[src/rtl/time_pkg.sv]
// ============================================================================
// Module      : time_pkg
// Description : Shared constants for the time-setting key controller: key
//               indices, add-FSM state encoding and a counter-width helper.
// Revision    : 1.0 - initial release
// ============================================================================
`default_nettype none

package time_pkg;

    // Bit positions of the push-buttons within key_n
    localparam int KEY_MODE = 0;
    localparam int KEY_SEL  = 1;
    localparam int KEY_ADD  = 2;
    localparam int KEY_CLR  = 3;

    // Add auto-repeat state machine encoding
    localparam logic [1:0] ST_IDLE        = 2'd0;
    localparam logic [1:0] ST_PULSE       = 2'd1;
    localparam logic [1:0] ST_HOLD_DELAY  = 2'd2;
    localparam logic [1:0] ST_HOLD_REPEAT = 2'd3;

    // Bits needed to count 0..n-1 (at least one bit)
    function automatic int cnt_w(input int n);
        return (n > 1) ? $clog2(n) : 1;
    endfunction

endpackage

`default_nettype wire

[src/rtl/time_key_ctrl_if.sv]
// ============================================================================
// Module      : time_key_ctrl_if
// Description : Key inputs and time_float control outputs of the key
//               controller. The slave side is the controller itself.
// Revision    : 1.0 - initial release
// ============================================================================
`default_nettype none

interface time_key_ctrl_if;
    logic [3:0] key_n;
    logic       adjust;
    logic [3:0] select;
    logic       add;
    logic       clr;

    modport master (output key_n, input adjust, input select, input add, input clr);
    modport slave  (input key_n, output adjust, output select, output add, output clr);
endinterface

`default_nettype wire

[src/rtl/key_debounce.sv]
// ============================================================================
// Module      : key_debounce
// Description : Synchronizes one active-low key, debounces it and emits a
//               single-cycle press event. After reset the key is disarmed
//               until a stable release has been seen, so a key held through
//               reset never produces a press.
// Revision    : 1.0 - initial release
// ============================================================================
`default_nettype none

module key_debounce
    import time_pkg::*;
#(
    parameter int DEBOUNCE_CYC = 1_000_000
) (
    input  wire logic CLOCK_50,
    input  wire logic rst,
    input  wire logic key_n,
    output logic      pressed,
    output logic      press_evt
);

    localparam int             CW     = cnt_w(DEBOUNCE_CYC);
    localparam logic [CW-1:0]  c_last = CW'(DEBOUNCE_CYC - 1);

    logic          r_sync1;
    logic          r_sync2;
    logic [CW-1:0] r_cnt;
    logic          r_armed;
    logic          r_pressed;
    logic          r_evt;
    logic          w_level;
    logic          w_counting;

    assign w_level    = ~r_sync2;
    // Armed: count while the level disagrees with the accepted state.
    // Disarmed: count while the key is released, to arm once stable.
    assign w_counting = r_armed ? (w_level != r_pressed) : ~w_level;

    // Two-flop synchronizer, idles at the released level
    always_ff @(posedge CLOCK_50 or posedge rst) begin
        if (rst) begin
            r_sync1 <= 1'b1;
            r_sync2 <= 1'b1;
        end else begin
            r_sync1 <= key_n;
            r_sync2 <= r_sync1;
        end
    end

    // Stability counter, accepted level, arming flag and press event
    always_ff @(posedge CLOCK_50 or posedge rst) begin
        if (rst) begin
            r_cnt     <= '0;
            r_armed   <= 1'b0;
            r_pressed <= 1'b0;
            r_evt     <= 1'b0;
        end else begin
            r_evt <= 1'b0;
            if (!w_counting) begin
                r_cnt <= '0;
            end else if (r_cnt == c_last) begin
                r_cnt <= '0;
                if (r_armed) begin
                    r_pressed <= w_level;
                    r_evt     <= w_level;
                end else begin
                    r_armed <= 1'b1;
                end
            end else begin
                r_cnt <= r_cnt + 1'b1;
            end
        end
    end

    assign pressed   = r_pressed;
    assign press_evt = r_evt;

endmodule

`default_nettype wire

[src/rtl/time_key_ctrl.sv]
// ============================================================================
// Module      : time_key_ctrl
// Description : Turns four DE2 push-buttons into time_float controls: run/set
//               mode, digit select, add pulses with auto-repeat, clear pulses.
// Revision    : 1.0 - initial release
// ============================================================================
`default_nettype none

module time_key_ctrl
    import time_pkg::*;
#(
    parameter int DEBOUNCE_CYC     = 1_000_000,
    parameter int PULSE_CYC        = 16,
    parameter int REPEAT_DELAY_CYC = 25_000_000,
    parameter int REPEAT_RATE_CYC  = 5_000_000
) (
    input  wire logic      CLOCK_50,
    input  wire logic      rst,
    time_key_ctrl_if.slave bus
);

    localparam int PW   = cnt_w(PULSE_CYC);
    localparam int TMAX = (REPEAT_DELAY_CYC > REPEAT_RATE_CYC) ? REPEAT_DELAY_CYC : REPEAT_RATE_CYC;
    localparam int TW   = cnt_w(TMAX);
    localparam logic [PW-1:0] c_pulse_last = PW'(PULSE_CYC - 1);
    localparam logic [TW-1:0] c_delay_last = TW'(REPEAT_DELAY_CYC - 1);
    localparam logic [TW-1:0] c_rate_last  = TW'(REPEAT_RATE_CYC - 1);
    localparam logic [TW-1:0] c_tcnt_sat   = TW'(TMAX - 1);

    logic [3:0]    w_pressed;
    logic [3:0]    w_evt;
    logic          w_unused_pressed;

    logic          r_adjust, r_add, r_clr, r_rep;
    logic          r_mode_pend, r_clr_pend, r_add_pend;
    logic [3:0]    r_select;
    logic [1:0]    r_state;
    logic [PW-1:0] r_pcnt, r_ccnt;
    logic [TW-1:0] r_tcnt;

    logic          w_add_busy, w_clr_busy, w_clr_start, w_clr_next;
    logic          w_add_start, w_add_pend_nxt, w_rep_nxt, w_timeout;
    logic          w_mode_req, w_mode_go;
    logic [1:0]    w_state_nxt;

    generate
        for (genvar gi = 0; gi < 4; gi++) begin : g_key
            key_debounce #(.DEBOUNCE_CYC(DEBOUNCE_CYC)) u_deb (
                .CLOCK_50 (CLOCK_50),
                .rst      (rst),
                .key_n    (bus.key_n[gi]),
                .pressed  (w_pressed[gi]),
                .press_evt(w_evt[gi])
            );
        end
    endgenerate

    // Only the add key's held level drives behaviour (auto-repeat)
    assign w_unused_pressed = ^{w_pressed[KEY_MODE], w_pressed[KEY_SEL], w_pressed[KEY_CLR]};

    // A running pulse stays high next cycle unless this is its last cycle
    assign w_add_busy  = r_add && (r_pcnt != c_pulse_last);
    assign w_clr_busy  = r_clr && (r_ccnt != c_pulse_last);
    // Clear waits for a running add pulse to finish; it never truncates it
    assign w_clr_start = !r_adjust && !r_clr && !w_add_busy && (w_evt[KEY_CLR] || r_clr_pend);
    assign w_clr_next  = w_clr_start || w_clr_busy;
    assign w_timeout   = (r_state == ST_HOLD_REPEAT) ? (r_tcnt >= c_rate_last)
                                                     : (r_tcnt >= c_delay_last);

    // Add FSM next state; every entry into PULSE yields to an active clear
    always_comb begin
        w_state_nxt    = r_state;
        w_add_start    = 1'b0;
        w_add_pend_nxt = r_add_pend;
        w_rep_nxt      = r_rep;
        case (r_state)
            ST_IDLE: begin
                if (r_adjust) begin
                    w_add_pend_nxt = 1'b0;
                end else if ((w_evt[KEY_ADD] && !w_evt[KEY_CLR]) || r_add_pend) begin
                    if (w_clr_next) begin
                        w_add_pend_nxt = 1'b1;
                    end else begin
                        w_add_start    = 1'b1;
                        w_add_pend_nxt = 1'b0;
                        w_rep_nxt      = 1'b0;
                    end
                end
            end
            ST_PULSE: begin
                if (r_pcnt == c_pulse_last) begin
                    if (!w_pressed[KEY_ADD])
                        w_state_nxt = ST_IDLE;
                    else
                        w_state_nxt = r_rep ? ST_HOLD_REPEAT : ST_HOLD_DELAY;
                end
            end
            default: begin
                if (r_adjust || !w_pressed[KEY_ADD]) begin
                    w_state_nxt = ST_IDLE;
                end else if (w_timeout && !w_clr_next) begin
                    w_add_start = 1'b1;
                    w_rep_nxt   = 1'b1;
                end
            end
        endcase
        if (w_add_start)
            w_state_nxt = ST_PULSE;
    end

    // Mode toggles only when no pulse is high in the coming cycle
    assign w_mode_req = w_evt[KEY_MODE] || r_mode_pend;
    assign w_mode_go  = w_mode_req && !w_clr_next && !w_add_start && !w_add_busy;

    // Add FSM state, pulse counter and time-since-pulse-start counter
    always_ff @(posedge CLOCK_50 or posedge rst) begin
        if (rst) begin
            r_state    <= ST_IDLE;
            r_add      <= 1'b0;
            r_pcnt     <= '0;
            r_tcnt     <= '0;
            r_rep      <= 1'b0;
            r_add_pend <= 1'b0;
        end else begin
            r_state    <= w_state_nxt;
            r_add      <= w_add_start || w_add_busy;
            r_rep      <= w_rep_nxt;
            r_add_pend <= w_add_pend_nxt;
            if (w_add_start)
                r_pcnt <= '0;
            else if (r_add)
                r_pcnt <= r_pcnt + 1'b1;
            if (w_add_start)
                r_tcnt <= '0;
            else if (r_tcnt < c_tcnt_sat)
                r_tcnt <= r_tcnt + 1'b1;
        end
    end

    // Clear pulse generation with a pending flag for presses during add
    always_ff @(posedge CLOCK_50 or posedge rst) begin
        if (rst) begin
            r_clr      <= 1'b0;
            r_ccnt     <= '0;
            r_clr_pend <= 1'b0;
        end else begin
            r_clr <= w_clr_next;
            if (w_clr_start)
                r_ccnt <= '0;
            else if (r_clr)
                r_ccnt <= r_ccnt + 1'b1;
            if (r_adjust || w_clr_start)
                r_clr_pend <= 1'b0;
            else if (w_evt[KEY_CLR])
                r_clr_pend <= 1'b1;
        end
    end

    // Mode toggle with deferral, and digit select stepping in set mode
    always_ff @(posedge CLOCK_50 or posedge rst) begin
        if (rst) begin
            r_adjust    <= 1'b1;
            r_mode_pend <= 1'b0;
            r_select    <= 4'd0;
        end else begin
            if (w_mode_go)
                r_adjust <= ~r_adjust;
            r_mode_pend <= w_mode_req && !w_mode_go;
            if (w_evt[KEY_SEL] && !r_adjust)
                r_select <= r_select + 4'd1;
        end
    end

    assign bus.adjust = r_adjust;
    assign bus.select = r_select;
    assign bus.add    = r_add;
    assign bus.clr    = r_clr;

endmodule

`default_nettype wire

[src/flat_wrapper.sv]
// flat-port wrapper written by rule: the top's interface ports become plain ports
module time_key_ctrl_flat import time_pkg::*;
#(
    parameter int DEBOUNCE_CYC     = 1_000_000,
    parameter int PULSE_CYC        = 16,
    parameter int REPEAT_DELAY_CYC = 25_000_000,
    parameter int REPEAT_RATE_CYC  = 5_000_000
)
  (CLOCK_50, rst, bus_key_n, bus_adjust, bus_select, bus_add, bus_clr);
  time_key_ctrl_if bus_i ();
  input  wire logic CLOCK_50;
  input  wire logic rst;
  input wire logic [$bits(bus_i.key_n)-1:0] bus_key_n;
  output wire logic [$bits(bus_i.adjust)-1:0] bus_adjust;
  output wire logic [$bits(bus_i.select)-1:0] bus_select;
  output wire logic [$bits(bus_i.add)-1:0] bus_add;
  output wire logic [$bits(bus_i.clr)-1:0] bus_clr;
  assign bus_i.key_n = bus_key_n;
  assign bus_adjust = bus_i.adjust;
  assign bus_select = bus_i.select;
  assign bus_add = bus_i.add;
  assign bus_clr = bus_i.clr;
  time_key_ctrl #(.DEBOUNCE_CYC(DEBOUNCE_CYC), .PULSE_CYC(PULSE_CYC), .REPEAT_DELAY_CYC(REPEAT_DELAY_CYC), .REPEAT_RATE_CYC(REPEAT_RATE_CYC)) u_core (.CLOCK_50(CLOCK_50), .rst(rst), .bus(bus_i));
endmodule
[config.mk]
export PLATFORM = sky130hd
export DESIGN_NAME = time_key_ctrl_flat
export DESIGN_NICKNAME = d
export VERILOG_FILES = /design/src/rtl/time_pkg.sv /design/src/rtl/time_key_ctrl_if.sv /design/src/rtl/key_debounce.sv /design/src/rtl/time_key_ctrl.sv /design/src/flat_wrapper.sv
export SDC_FILE = /design/constraint.sdc
export NUM_CORES = 1
export LEC_CHECK = 0
export CORE_MARGIN = 2
export CORE_UTILIZATION = 50
export DETAILED_ROUTE_END_ITERATION = 16
export PLACE_DENSITY_LB_ADDON = 0.15
export SETUP_SLACK_MARGIN = 0.5
export SYNTH_ARGS = -nofsm -noshare
export SYNTH_HDL_FRONTEND = slang
export SYNTH_HIERARCHICAL = 1
export SYNTH_SLANG_ARGS = --single-unit
[constraint.sdc]
create_clock -name CLOCK_50 -period 2.47 [get_ports CLOCK_50]
set_input_delay 0.247 -clock CLOCK_50 [delete_from_list [all_inputs] [get_ports CLOCK_50]]
set_output_delay 0.247 -clock CLOCK_50 [all_outputs]
set_load 0.005 [all_outputs]
Word-level counts from Yosys, hierarchy flattened
Index checks and enable logic that the tools add are counted.

word-level totals
  logic and storage cells = 172
  bits of input ports = 6
  register bits = 146
  output and inout bits = 7

operators by class
  reduce and logical (&&, ||, !) cells = 46
  equality and inequality tests = 19
  order comparisons = 3
  add/subtract/negate cells = 8
  bitwise logic cells = 6
  multiplexer cells = 54

operator list
  operator                                                                                count
  20-bit 2-to-1 mux                                                                       8
  20-bit by 1-bit adder with 20-bit output (second input constant)                        4
  20-bit equality test (second input constant)                                            4
  25-bit 2-to-1 mux                                                                       2
  1-bit 2-to-1 mux                                                                        33
  25-bit by 1-bit adder with 25-bit output (second input constant)                        1
  25-bit by 23-bit greater-or-equal comparator with 1-bit output (second input constant)  1
  25-bit greater-or-equal comparator (second input constant)                              1
  25-bit less-than comparator (second input constant)                                     1
  4-bit 2-to-1 mux                                                                        4
  3-bit AND reduction                                                                     5
  4-bit by 1-bit adder with 4-bit output (second input constant)                          3
  1-bit logical AND                                                                       12
  2-bit nonzero test                                                                      6
  2-bit AND reduction                                                                     5
  1-bit logical NOT                                                                       8
  2-bit 2-to-1 mux                                                                        4
  4-bit inequality test (second input constant)                                           2
  1-bit logical OR                                                                        7
  2-bit inequality test (second input constant)                                           3
  1-bit inverter                                                                          6
  6-bit AND reduction                                                                     1
  4-bit equality test (second input constant)                                             1
  1-bit inequality test                                                                   4
  8 further kinds                                                                         10

Logic depth before layout (Yosys ltp)
Gate-level depths: netlist (run 1).

  depth after elaboration = 16
  mapped depth = 8
  mapped depth without buffers = 7

Modules after synthesis
The synthesis (run 1) kept the hierarchy.

modules (own cells, without submodules)
  module         area an instance (um2)  sequential area each (um2)  times used  cells each
  key_debounce   1188.6                  628.1                       4           114
  time_key_ctrl  2575.0                  1152.4                      1           266

Worst setup path after synthesis (run 1)
Ideal clock, no wire load.

  kind = register to register
  start point = register u_core.r_pcnt[0]
  end point = register u_core.r_tcnt[15]
  path buffers = 1
  arrival time = 1.966 ns
  path slack = 0.385 ns
  data required time = 2.351 ns
  library setup time = 0.119 ns
  cell stages (with the launch flop) = 8
  clock period less this slack = 2.085 ns
  cells stage by stage = dfrtp_1 ha_1 nand3_1 a211oi_1 or3b_2 o31ai_4 buf_6 nor2_2

on the way
  cells in the longest elaborated chain, start to end = 12
  elaborated cells between the ends (all ways) = 16
  classes of those cells = eq/ne: 1; mux: 7; reduce/logical: 8

ends and longest elaborated chain
  element                                                         line                  text
  from (decl)                                                     time_key_ctrl.sv:38   logic [PW-1:0] r_pcnt, r_ccnt;
  from (signal assigned)                                          time_key_ctrl.sv:132  r_pcnt <= r_pcnt + 1'b1;
  4-bit inequality test *                                         time_key_ctrl.sv:62   assign w_add_busy = r_add && (r_pcnt != c_pulse_last);
  1-bit logical AND *                                             time_key_ctrl.sv:62
  1-bit logical NOT *                                             time_key_ctrl.sv:65   assign w_clr_start = !r_adjust && !r_clr && !w_add_busy && (w_evt[KEY_CLR] || r_clr_pend);
  1-bit logical AND * (2 in a row)                                time_key_ctrl.sv:65
  1-bit logical OR *                                              time_key_ctrl.sv:66   assign w_clr_next = w_clr_start || w_clr_busy;
  1-bit logical NOT                                               time_key_ctrl.sv:101  end else if (w_timeout && !w_clr_next) begin
  1-bit logical AND                                               time_key_ctrl.sv:101
  1-bit 2-to-1 mux                                                time_key_ctrl.sv:101
  1-bit 2-to-1 mux                                                time_key_ctrl.sv:99   if (r_adjust || !w_pressed[KEY_ADD]) begin
  1-bit one-hot mux with 2 select lines *                         time_key_ctrl.sv:76   case (r_state)
  25-bit 2-to-1 mux / 2-bit nonzero test (equally long branches)  --
  to (signal assigned)                                            time_key_ctrl.sv:136  r_tcnt <= r_tcnt + 1'b1;
  to (decl)                                                       time_key_ctrl.sv:39   logic [TW-1:0] r_tcnt;

Every way passes the cells marked *; elsewhere a longest branch is shown, timed or not.
A chain may end at the register's enable or synchronous reset.

Final worst setup path (run 1)
  start point = register u_core.r_tcnt[12]
  end point = register u_core.r_add (netlist: u_core/bus.add)

on the way
  cells in the longest elaborated chain, start to end = 7
  elaborated cells between the ends (all ways) = 8
  classes of those cells = order compare: 2; mux: 4; reduce/logical: 2

ends and longest elaborated chain
  element                                                                                                                      line                                      text
  25-bit greater-or-equal comparator / 25-bit by 23-bit greater-or-equal comparator with 1-bit output (equally long branches)  time_key_ctrl.sv:68, time_key_ctrl.sv:67
  1-bit 2-to-1 mux *                                                                                                           time_key_ctrl.sv:67                       assign w_timeout = (r_state == ST_HOLD_REPEAT) ? (r_tcnt >= c_rate_last)
  1-bit logical AND *                                                                                                          time_key_ctrl.sv:101
  1-bit 2-to-1 mux *                                                                                                           time_key_ctrl.sv:101
  1-bit 2-to-1 mux *                                                                                                           time_key_ctrl.sv:99
  1-bit one-hot mux with 2 select lines *                                                                                      time_key_ctrl.sv:76
  1-bit logical OR *                                                                                                           time_key_ctrl.sv:126                      r_add <= w_add_start || w_add_busy;
  to (signal assigned)                                                                                                         time_key_ctrl.sv:126
  to (decl)                                                                                                                    time_key_ctrl.sv:34                       logic r_adjust, r_add, r_clr, r_rep;

Marked as above.

==> results of run 1 <==
## power groups by stage
stage,clock [W],combinational [W],sequential (W)
after floorplan,0,0.0000899,0.00248
after global placement,0,0.000121,0.00248
after detailed placement,0,0.000125,0.00248
after CTS,0.00273,0.000136,0.00244
after global routing,0.00283,0.000163,0.00244
final,0.00266,0.000140,0.00244
## cells in the mapped netlist (all sizes together) (3+ instances only)
master and number:
and3 6, dfstp 9, nor3 30, a211o 3, nand2 40, o21ai 19
a21o 6, buf 19, and4 3, nor2 114, a31o 9, nor4 38
nand2b 4, and3b 4, nor2b 6, a41oi 4, xnor2 84, nand3 34
a31oi 7, ha 8, or4 14, dfrtp 137, a21oi 20, or2 3
xor2 10, or3 11, nand4 29, inv 29
## registers in the layout (all words and copies together) (netlist names)
name and cells:
u_core/bus.add 1, u_core/bus.adjust 1, u_core/bus.clr 1, u_core/bus.select 4, u_core/g_key.u_deb/press_evt 4, u_core/g_key.u_deb/pressed 4, u_core/g_key.u_deb/r_armed 4, u_core/g_key.u_deb/r_cnt 80
u_core/g_key.u_deb/r_sync1 4, u_core/g_key.u_deb/r_sync2 4, u_core/r_add_pend 1, u_core/r_ccnt 4, u_core/r_clr_pend 1, u_core/r_mode_pend 1, u_core/r_pcnt 4, u_core/r_rep 1
u_core/r_state 2, u_core/r_tcnt 25
## cells by family after synthesis
group | count (synthesis)
muxes | 3
xor gates and xnor gates | 94
AOI/OAI and AO/OA | 78
buffers and inverters | 50
and+or+nand+nor | 343
adders and majority gates | 8
DFF | 146
## layout make-up
class | instances | share of cell area (%)
Inverter | 29 | 1.24
Timing Repair Buffer | 36 | 3.72
Clock inverter | 12 | 1.76
Multi-Input combinational cell | 533 | 43.2
Sequential cell | 146 | 42.1
Clock buffer | 20 | 5.34
Tap cell | 184 | 2.63
## worst reg2reg max path, delay by kind of cell (launching register included)
family | cells | cell delay, ps
buffers and inverters | 1 | 180
flip-flops | 1 | 450
AND/OR/NAND/NOR | 1 | 150
AO/OA/AOI/OAI | 5 | 1190
## worst paths after layout
path,start,to,slack (ps),cells after the start
max,u_core/r_tcnt[12],u_core/bus.add,400,7
min,bus_key_n[1],u_core/g_key[1].u_deb/r_sync1,230,1
max reg2reg,u_core/r_tcnt[12],u_core/bus.add,400,7
min reg2reg,u_core/g_key[3].u_deb/r_sync1,u_core/g_key[3].u_deb/r_sync2,360,0
max in group asynchronous,rst,u_core/g_key[0].u_deb/r_sync1,1480,3
min in group asynchronous,rst,u_core/g_key[0].u_deb/r_cnt[10],330,2
## metal layers
metal | up-vias | GRT usage [%] | share of wire, %
met1 | 2774 | 27.5 | 45
met4 | 0 | 6.86 | 1.0
met3 | 16 | 4.66 | 4.2
met2 | 132 | 31.6 | 50
met5 | - | 0 | 0
li1 | 2655 | - | -
## per-stage QoR
| step | power (W) | std cells |
|---|---|---|
| floorplan | 0.00257 | 722 |
| global placement | 0.00260 | 912 |
| detailed placement | 0.00261 | 912 |
| CTS | 0.00530 | 951 |
| global route | 0.00544 | 960 |
| finish | 0.00524 | 960 |
## placed cells by master, fill, tap and decap left out, drive strengths merged, types with 4 or more instances in the layout
cell type	Yosys	routed
nor2b	6	6
buf	19	24
dfrtp	137	137
or3	11	11
a21oi	20	20
nand3	34	34
a31oi	7	7
clkdlybuf4s50	0	12
clkbuf	2	20
nor3	30	30
inv	29	31
a41oi	4	4
or4	14	14
ha	8	8
and3	6	6
xnor2	84	84
a21o	6	6
dfstp	9	9
xor2	10	10
o21ai	19	19
nand2b	4	4
a31o	9	16
nand4	29	29
clkinv	0	4
nor2	114	114
nor4	38	38
and3b	4	4
nand2	40	40
## timing repair
item	4_1_cts	5_1_grt
resized for setup	23	33
buffers inserted	4	5
cloned	3	4
setup endpoints to repair	115	121
pin swaps	7	8
==> metrics.txt, run 1 <==
# TYPE chip_impl_metric gauge
chip_impl_metric{name="timing.final.hold_violations",unit=""} 0
chip_impl_metric{name="pin_count",unit=""} 13
chip_impl_metric{name="signal_arrival_time_at_the_worst_endpoint",unit="ps"} 2370
chip_impl_metric{name="finalNetCount",unit=""} 777
chip_impl_metric{name="pwr_density_cell",unit="nW/um^2"} 599
chip_impl_metric{name="synth_cell_types",unit=""} 58
chip_impl_metric{name="power.static_leakage",unit="nW"} 3.60
chip_impl_info{name="worstSetupEndpointType",value="register"} 1
chip_impl_metric{name="grt_pass1_wl",unit="mm"} 26.0
chip_impl_info{name="worst_path_dominant_cell_family",value="compound AO/OA/AOI/OAI gates"} 1
chip_impl_metric{name="tritoncts_num_sinks",unit=""} 146
chip_impl_metric{name="route.detailed.wl_per_inst",unit="um"} 16.1
chip_impl_metric{name="design_area",unit="sq um"} 8740
chip_impl_metric{name="crit_path_max_fanout",unit=""} 8
chip_impl_metric{name="synth-seq-cells",unit=""} 146
chip_impl_metric{name="cts_hold_repair.buffers",unit=""} 0
chip_impl_metric{name="final_core_utilization",unit="%"} 60.6
chip_impl_metric{name="first_global_vias",unit=""} 5474
chip_impl_info{name="cpMostUsedCell",value="a211o_1"} 1
chip_impl_metric{name="synth_largest_type_area_fraction",unit="%"} 46.8
chip_impl_metric{name="maxSlewViolCount",unit=""} 0
chip_impl_metric{name="mappedNetlistNets",unit=""} 736
chip_impl_metric{name="syn_avg_cell_area",unit="sq um"} 10.2
chip_impl_metric{name="remaining_global_route_overflow",unit=""} 0
chip_impl_metric{name="highest_clock_rate",unit="GHz"} 0.483
chip_impl_info{name="commonest_register_cell_after_synthesis",value="dfrtp_1"} 1
chip_impl_metric{name="number_of_flops_mapped_to_enable_cells_by_yosys",unit=""} 0
chip_impl_metric{name="clkLatencyLatePin",unit="ps"} 420
chip_impl_info{name="startpoint_type",value="register"} 1
chip_impl_metric{name="max-slew-margin-rel",unit="%"} 59.6
chip_impl_metric{name="nFillCells",unit=""} 1186
chip_impl_metric{name="cts_buffer_depth",unit=""} 2
chip_impl_metric{name="ys_async_sr_fraction",unit="%"} 100
chip_impl_metric{name="design.die.area",unit="sq um"} 15600
chip_impl_info{name="synth_area_leader_cell",value="dfrtp_1"} 1
chip_impl_metric{name="drive_above_1_share",unit="%"} 21.3
chip_impl_info{name="timing.critical_path.cells",value="a211o_1 -> a211o_1 -> a221o_1 -> a31oi_4 -> o31ai_4 -> buf_4 -> nand2b_1"} 1
chip_impl_metric{name="post-route-period-util",unit="%"} 83.9
chip_impl_metric{name="synth_compound_area_share",unit="%"} 7.90
chip_impl_info{name="timing_worst_setup_path_type",value="reg -> reg"} 1
chip_impl_metric{name="netlist_area",unit="sq um"} 7330
chip_impl_metric{name="combinationalPowerShare",unit="%"} 2.7
chip_impl_metric{name="synth_area_in_xor_xnor",unit="%"} 11.2
chip_impl_info{name="cts_tree",value="built"} 1
chip_impl_metric{name="synthToLayoutAreaGrowth",unit="%"} 19.3
chip_impl_metric{name="number_of_buffers_inserted_by_port_buffering",unit=""} 12
chip_impl_metric{name="timing.final.crit_period",unit="ps"} 2070
chip_impl_metric{name="antenna_violating_nets_post_route",unit=""} 0
chip_impl_info{name="status",value="complete, no violations"} 1
chip_impl_info{name="crit_slowest_cell",value="dfrtp_2"} 1
chip_impl_metric{name="total_switching_power",unit="W"} 0.00110
chip_impl_metric{name="power.ir.vdd_worst",unit="uV"} 524
chip_impl_metric{name="synth_seq_area_share",unit="%"} 50.0
chip_impl_metric{name="pwr-share-seq",unit="%"} 46.6
chip_impl_metric{name="die-height",unit="um"} 125
chip_impl_metric{name="antenna_found_initial",unit=""} 0
chip_impl_info{name="worstHoldPathType",value="in -> reg"} 1
chip_impl_metric{name="register_area",unit="sq um"} 3680
chip_impl_metric{name="final.setup_skew",unit="ps"} 10.7
chip_impl_metric{name="dp_worst_setup_slack",unit="ps"} 82.4
chip_impl_metric{name="fraction_of_synthesized_area_in_multiplexers",unit="%"} 0.444
chip_impl_metric{name="place.gp.congestion",unit=""} 0.836
chip_impl_metric{name="dpl-instance-area",unit="sq um"} 7690
chip_impl_metric{name="synth_adder_area_share",unit="%"} 1.37
chip_impl_metric{name="remaining_drc_errors",unit=""} 0
chip_impl_metric{name="cp_data_required_time",unit="ps"} 2770
chip_impl_metric{name="globalRouteTotalUtil",unit="%"} 20.0
chip_impl_metric{name="setup_viol",unit=""} 0
chip_impl_metric{name="detailedRoute.firstIterationViolations",unit=""} 458
chip_impl_metric{name="grt_start_max_net_pins",unit=""} 27
chip_impl_info{name="yosys-top-cells-area",value="dfrtp_1, xnor2_1, nor2_1"} 1
chip_impl_metric{name="power_switching_share",unit="%"} 21.1
chip_impl_info{name="dominant_combinational_cell_family_by_area_after_synthesis",value="simple AND/OR/NAND/NOR gates"} 1
chip_impl_metric{name="critical_path_buf_inv_count",unit=""} 1
chip_impl_metric{name="cts.reportedPaths.clkPinSlew",unit="ps"} 60
chip_impl_metric{name="drt_pass1_iterations",unit=""} 5
chip_impl_metric{name="hold_ws",unit="ps"} 229
chip_impl_metric{name="timing.critical_path.slowest_cell_delay",unit="ps"} 450
chip_impl_metric{name="area_of_the_placeable_core",unit="sq um"} 14400
chip_impl_metric{name="netlist_instances",unit=""} 722
chip_impl_metric{name="worst_pin_slew",unit="ps"} 606
chip_impl_metric{name="avgViaCountPerCell",unit=""} 5.81
chip_impl_metric{name="postRouteWirelength",unit="mm"} 15.4
chip_impl_info{name="rsz0062_at_grt",value="yes"} 1
chip_impl_metric{name="detailroute.via_count",unit=""} 5577
chip_impl_metric{name="tritoncts_buffers",unit=""} 17
chip_impl_info{name="root_buffer_master",value="clkbuf_16"} 1
chip_impl_metric{name="floorplan.die.width",unit="um"} 125
chip_impl_metric{name="yosysWarnings",unit=""} 6
chip_impl_metric{name="fin_ws",unit="ps"} 399
chip_impl_metric{name="clock_power_share",unit="%"} 50.7
chip_impl_metric{name="p_int",unit="W"} 0.00414
chip_impl_metric{name="antennaDiodeCount",unit=""} 0
chip_impl_metric{name="multi_input_area",unit="sq um"} 3780
chip_impl_metric{name="cts.htree.levels",unit=""} 4
chip_impl_metric{name="maxCapViolCount",unit=""} 0
chip_impl_metric{name="setup_tns",unit="ps"} 0
chip_impl_metric{name="row_count",unit=""} 44
chip_impl_metric{name="synth_simple_gate_area_share",unit="%"} 25.5
chip_impl_metric{name="dpl.hpwl",unit="mm"} 9.52
chip_impl_metric{name="initial_core_util",unit="%"} 50.8
Power figures use the tool's default switching activity.
==> run 2, diff against run 1 <==
Clock period 2.47 ns to 1.7 ns, I/O delays scaled along.
==> run 2 against run 1 <==
Against the previous run: the run now ends with negative setup slack left; fmax about the same; combinational power increased to 2.8 times the previous value; die area stayed put; cell count is 17% higher; largest cell class unchanged.
==> metrics.txt, run 2 (synthesized netlist as in run 1, its figures left out) <==
# TYPE chip_impl_metric gauge
chip_impl_metric{name="antenna_violating_nets_post_route",unit=""} 0
chip_impl_info{name="status",value="complete, but fails checks"} 1
chip_impl_metric{name="signal_arrival_time_at_the_worst_endpoint",unit="ps"} 2380
chip_impl_info{name="worst_path_dominant_cell_family",value="compound AO/OA/AOI/OAI gates"} 1
chip_impl_metric{name="cts.htree.levels",unit=""} 4
chip_impl_metric{name="cts_buffer_depth",unit=""} 2
chip_impl_metric{name="dp_worst_setup_slack",unit="ps"} -384
chip_impl_metric{name="critical_path_buf_inv_count",unit=""} 1
chip_impl_metric{name="tritoncts_num_sinks",unit=""} 146
chip_impl_metric{name="place.gp.congestion",unit=""} 0.845
chip_impl_metric{name="initial_core_util",unit="%"} 50.8
chip_impl_metric{name="design.die.area",unit="sq um"} 15600
chip_impl_metric{name="area_of_the_placeable_core",unit="sq um"} 14400
chip_impl_info{name="worstHoldPathType",value="in -> reg"} 1
chip_impl_metric{name="dpl.hpwl",unit="mm"} 10.8
chip_impl_info{name="timing_worst_setup_path_type",value="reg -> reg"} 1
chip_impl_metric{name="antennaDiodeCount",unit=""} 0
chip_impl_info{name="worstSetupEndpointType",value="register"} 1
chip_impl_metric{name="maxSlewViolCount",unit=""} 0
chip_impl_metric{name="finalNetCount",unit=""} 943
chip_impl_metric{name="drt_pass1_iterations",unit=""} 5
chip_impl_info{name="crit_slowest_cell",value="dfrtp_1"} 1
chip_impl_metric{name="worst_r2r_path_depth",unit=""} 7
chip_impl_metric{name="power.ir.vdd_worst",unit="uV"} 768
chip_impl_metric{name="drive_above_1_share",unit="%"} 42.9
chip_impl_metric{name="remaining_drc_errors",unit=""} 0
chip_impl_metric{name="pwr_density_cell",unit="nW/um^2"} 742
chip_impl_metric{name="cp_data_required_time",unit="ps"} 2010
chip_impl_metric{name="setup_viol",unit=""} 127
chip_impl_info{name="timing.critical_path.cells",value="a211o_1 -> a211o_1 -> a221o_1 -> a31oi_4 -> o31ai_4 -> buf_4 -> nand2b_1"} 1
chip_impl_metric{name="timing.final.hold_violations",unit=""} 0
chip_impl_info{name="reg_top3",value="u_core/g_key.u_deb/r_cnt x80, u_core/r_tcnt x25"} 1
chip_impl_metric{name="fin_ws",unit="ps"} -371
chip_impl_metric{name="timing.final.crit_period",unit="ps"} 2070
chip_impl_metric{name="post-route-period-util",unit="%"} 122
chip_impl_metric{name="antenna_found_initial",unit=""} 0
chip_impl_metric{name="detailedRoute.firstIterationViolations",unit=""} 452
chip_impl_metric{name="power.static_leakage",unit="nW"} 4.52
chip_impl_metric{name="number_of_buffers_inserted_by_port_buffering",unit=""} 12
chip_impl_metric{name="depth_of_the_worst_hold_timing_path",unit=""} 1
chip_impl_metric{name="remaining_global_route_overflow",unit=""} 0
chip_impl_metric{name="floorplan.die.width",unit="um"} 125
chip_impl_info{name="most_common_library_cell_in_the_layout_ignoring_fill_and_taps",value="buf_4"} 1
chip_impl_metric{name="first_global_vias",unit=""} 6188
chip_impl_metric{name="max-slew-margin-rel",unit="%"} 72.0
chip_impl_metric{name="cp.depth",unit=""} 7
chip_impl_metric{name="detailroute.via_count",unit=""} 6206
chip_impl_metric{name="final.setup_skew",unit="ps"} 9.01
chip_impl_metric{name="synthToLayoutAreaGrowth",unit="%"} 44.7
chip_impl_metric{name="timing.critical_path.slowest_cell_delay",unit="ps"} 420
chip_impl_metric{name="avgViaCountPerCell",unit=""} 5.51
chip_impl_info{name="startpoint_type",value="register"} 1
chip_impl_metric{name="pin_count",unit=""} 13
chip_impl_info{name="root_buffer_master",value="clkbuf_16"} 1
chip_impl_metric{name="grt_pass1_wl",unit="mm"} 29.2
chip_impl_metric{name="cts_hold_repair.buffers",unit=""} 0
chip_impl_metric{name="route.detailed.wl_per_inst",unit="um"} 16.1
chip_impl_metric{name="highest_clock_rate",unit="GHz"} 0.483
chip_impl_metric{name="maxCapViolCount",unit=""} 0
chip_impl_info{name="mostFrequentLayoutCells",value="buf_4, dfrtp_1, xnor2_1, nor2_2, nand2_1"} 1
chip_impl_metric{name="largest_register_ff_count",unit=""} 80
chip_impl_metric{name="postRouteWirelength",unit="mm"} 18.1
chip_impl_metric{name="worst_pin_slew",unit="ps"} 415
chip_impl_metric{name="grt_start_max_net_pins",unit=""} 47
chip_impl_info{name="registers.top_by_ff_count",value="u_core/g_key.u_deb/r_cnt"} 1
chip_impl_info{name="cpMostUsedCell",value="a211o_1"} 1
chip_impl_metric{name="clkLatencyLatePin",unit="ps"} 430
chip_impl_info{name="cts_tree",value="built"} 1
chip_impl_metric{name="die-height",unit="um"} 125
chip_impl_metric{name="globalRouteTotalUtil",unit="%"} 22.7
chip_impl_info{name="rsz0062_at_grt",value="yes"} 1
chip_impl_metric{name="tritoncts_buffers",unit=""} 17
chip_impl_metric{name="crit_path_max_fanout",unit=""} 6
chip_impl_metric{name="cts.reportedPaths.clkPinSlew",unit="ps"} 60
chip_impl_info{name="violations_in_the_final_reports",value="negative setup slack"} 1
chip_impl_metric{name="nFillCells",unit=""} 980
chip_impl_metric{name="final_core_utilization",unit="%"} 73.5
chip_impl_metric{name="row_count",unit=""} 44
## run 2: changes by cell type in the layout (fill, tap and decap cells not counted), moves of 7 or more
cell | previous run | this run
buf_4 | 22 | 150
nor2_1 | 103 | 39
nor2_2 | 9 | 64
buf_6 | 0 | 26
buf_12 | 2 | 12
dfrtp_1 | 126 | 136
dfrtp_2 | 11 | 1
nor2_4 | 2 | 11
a21oi_1 | 9 | 2
clkdlybuf4s50_1 | 12 | 5
or4_1 | 9 | 2
or4_4 | 5 | 12
## run 2: power by group
part,switching (W),internal (W)
sequential,0.0000340,0.00352
clock,0.00146,0.00247
combinational,0.000197,0.000189
## run 2: worst paths after layout
| check | to | startpoint | slack [ps] |
|---|---|---|---|
| setup reg to reg | u_core/bus.add | u_core/r_tcnt[12] | -370 |
| setup / recovery | u_core/bus.add | u_core/r_tcnt[12] | -370 |
| hold reg to reg | u_core/g_key[3].u_deb/r_sync2 | u_core/g_key[3].u_deb/r_sync1 | 350 |
| min in group asynchronous | u_core/g_key[1].u_deb/press_evt | rst | 160 |
| max in group asynchronous | u_core/g_key[1].u_deb/r_sync1 | rst | 1080 |
| hold / removal | u_core/g_key[0].u_deb/r_sync1 | bus_key_n[0] | 150 |
## run 2: timing repair
item	CTS	global route
gates cloned	6	8
buffers inserted	24	16
endpoints found under the setup margin	142	141
hold endpoints to repair	0	0
pin swaps	16	17
resized for setup	82	96
## run 2: through the flow
stage	area, sq um	power, W	setup TNS [ps]	hold WS (ps)	std cells
detailed placement	8790	0.00382	-22550	348	1040
global placement	8790	0.00381	-18610	346	1040
global route	10600	0.00815	-33630	151	1126
floorplan	7460	0.00374	-10910	174	722
CTS	9980	0.00784	-22650	128	1102
finish	10600	0.00787	-26880	148	1126
## run 2: worst register-to-register path: stages (launching register included)
cell and delay (ps):
dfrtp_1 420, a211o_1 280, a211o_1 270, a221o_1 360
a31oi_4 200, o31ai_4 120, buf_4 180, nand2b_1 130
## run 2: layout make-up
class / instances / area, sq um / area share [%]
Clock buffer: 24 / 492 / 4.64
Clock inverter: 8 / 128 / 1.20
Inverter: 29 / 113 / 1.06
Multi-Input combinational cell: 526 / 3930 / 37.1
Sequential cell: 146 / 3670 / 34.6
Tap cell: 184 / 230 / 2.17
Timing Repair Buffer: 209 / 2040 / 19.3
## run 2: routing by layer
metal  routed length [um]  GRT usage [%]  vias to the layer above
met2                 9320           37.2                      111
li1                     -              -                     2967
met1                 8120           30.4                     3110
met5                    0              0                        -
met4                  152           6.93                        0
met3                  553           4.96                       18
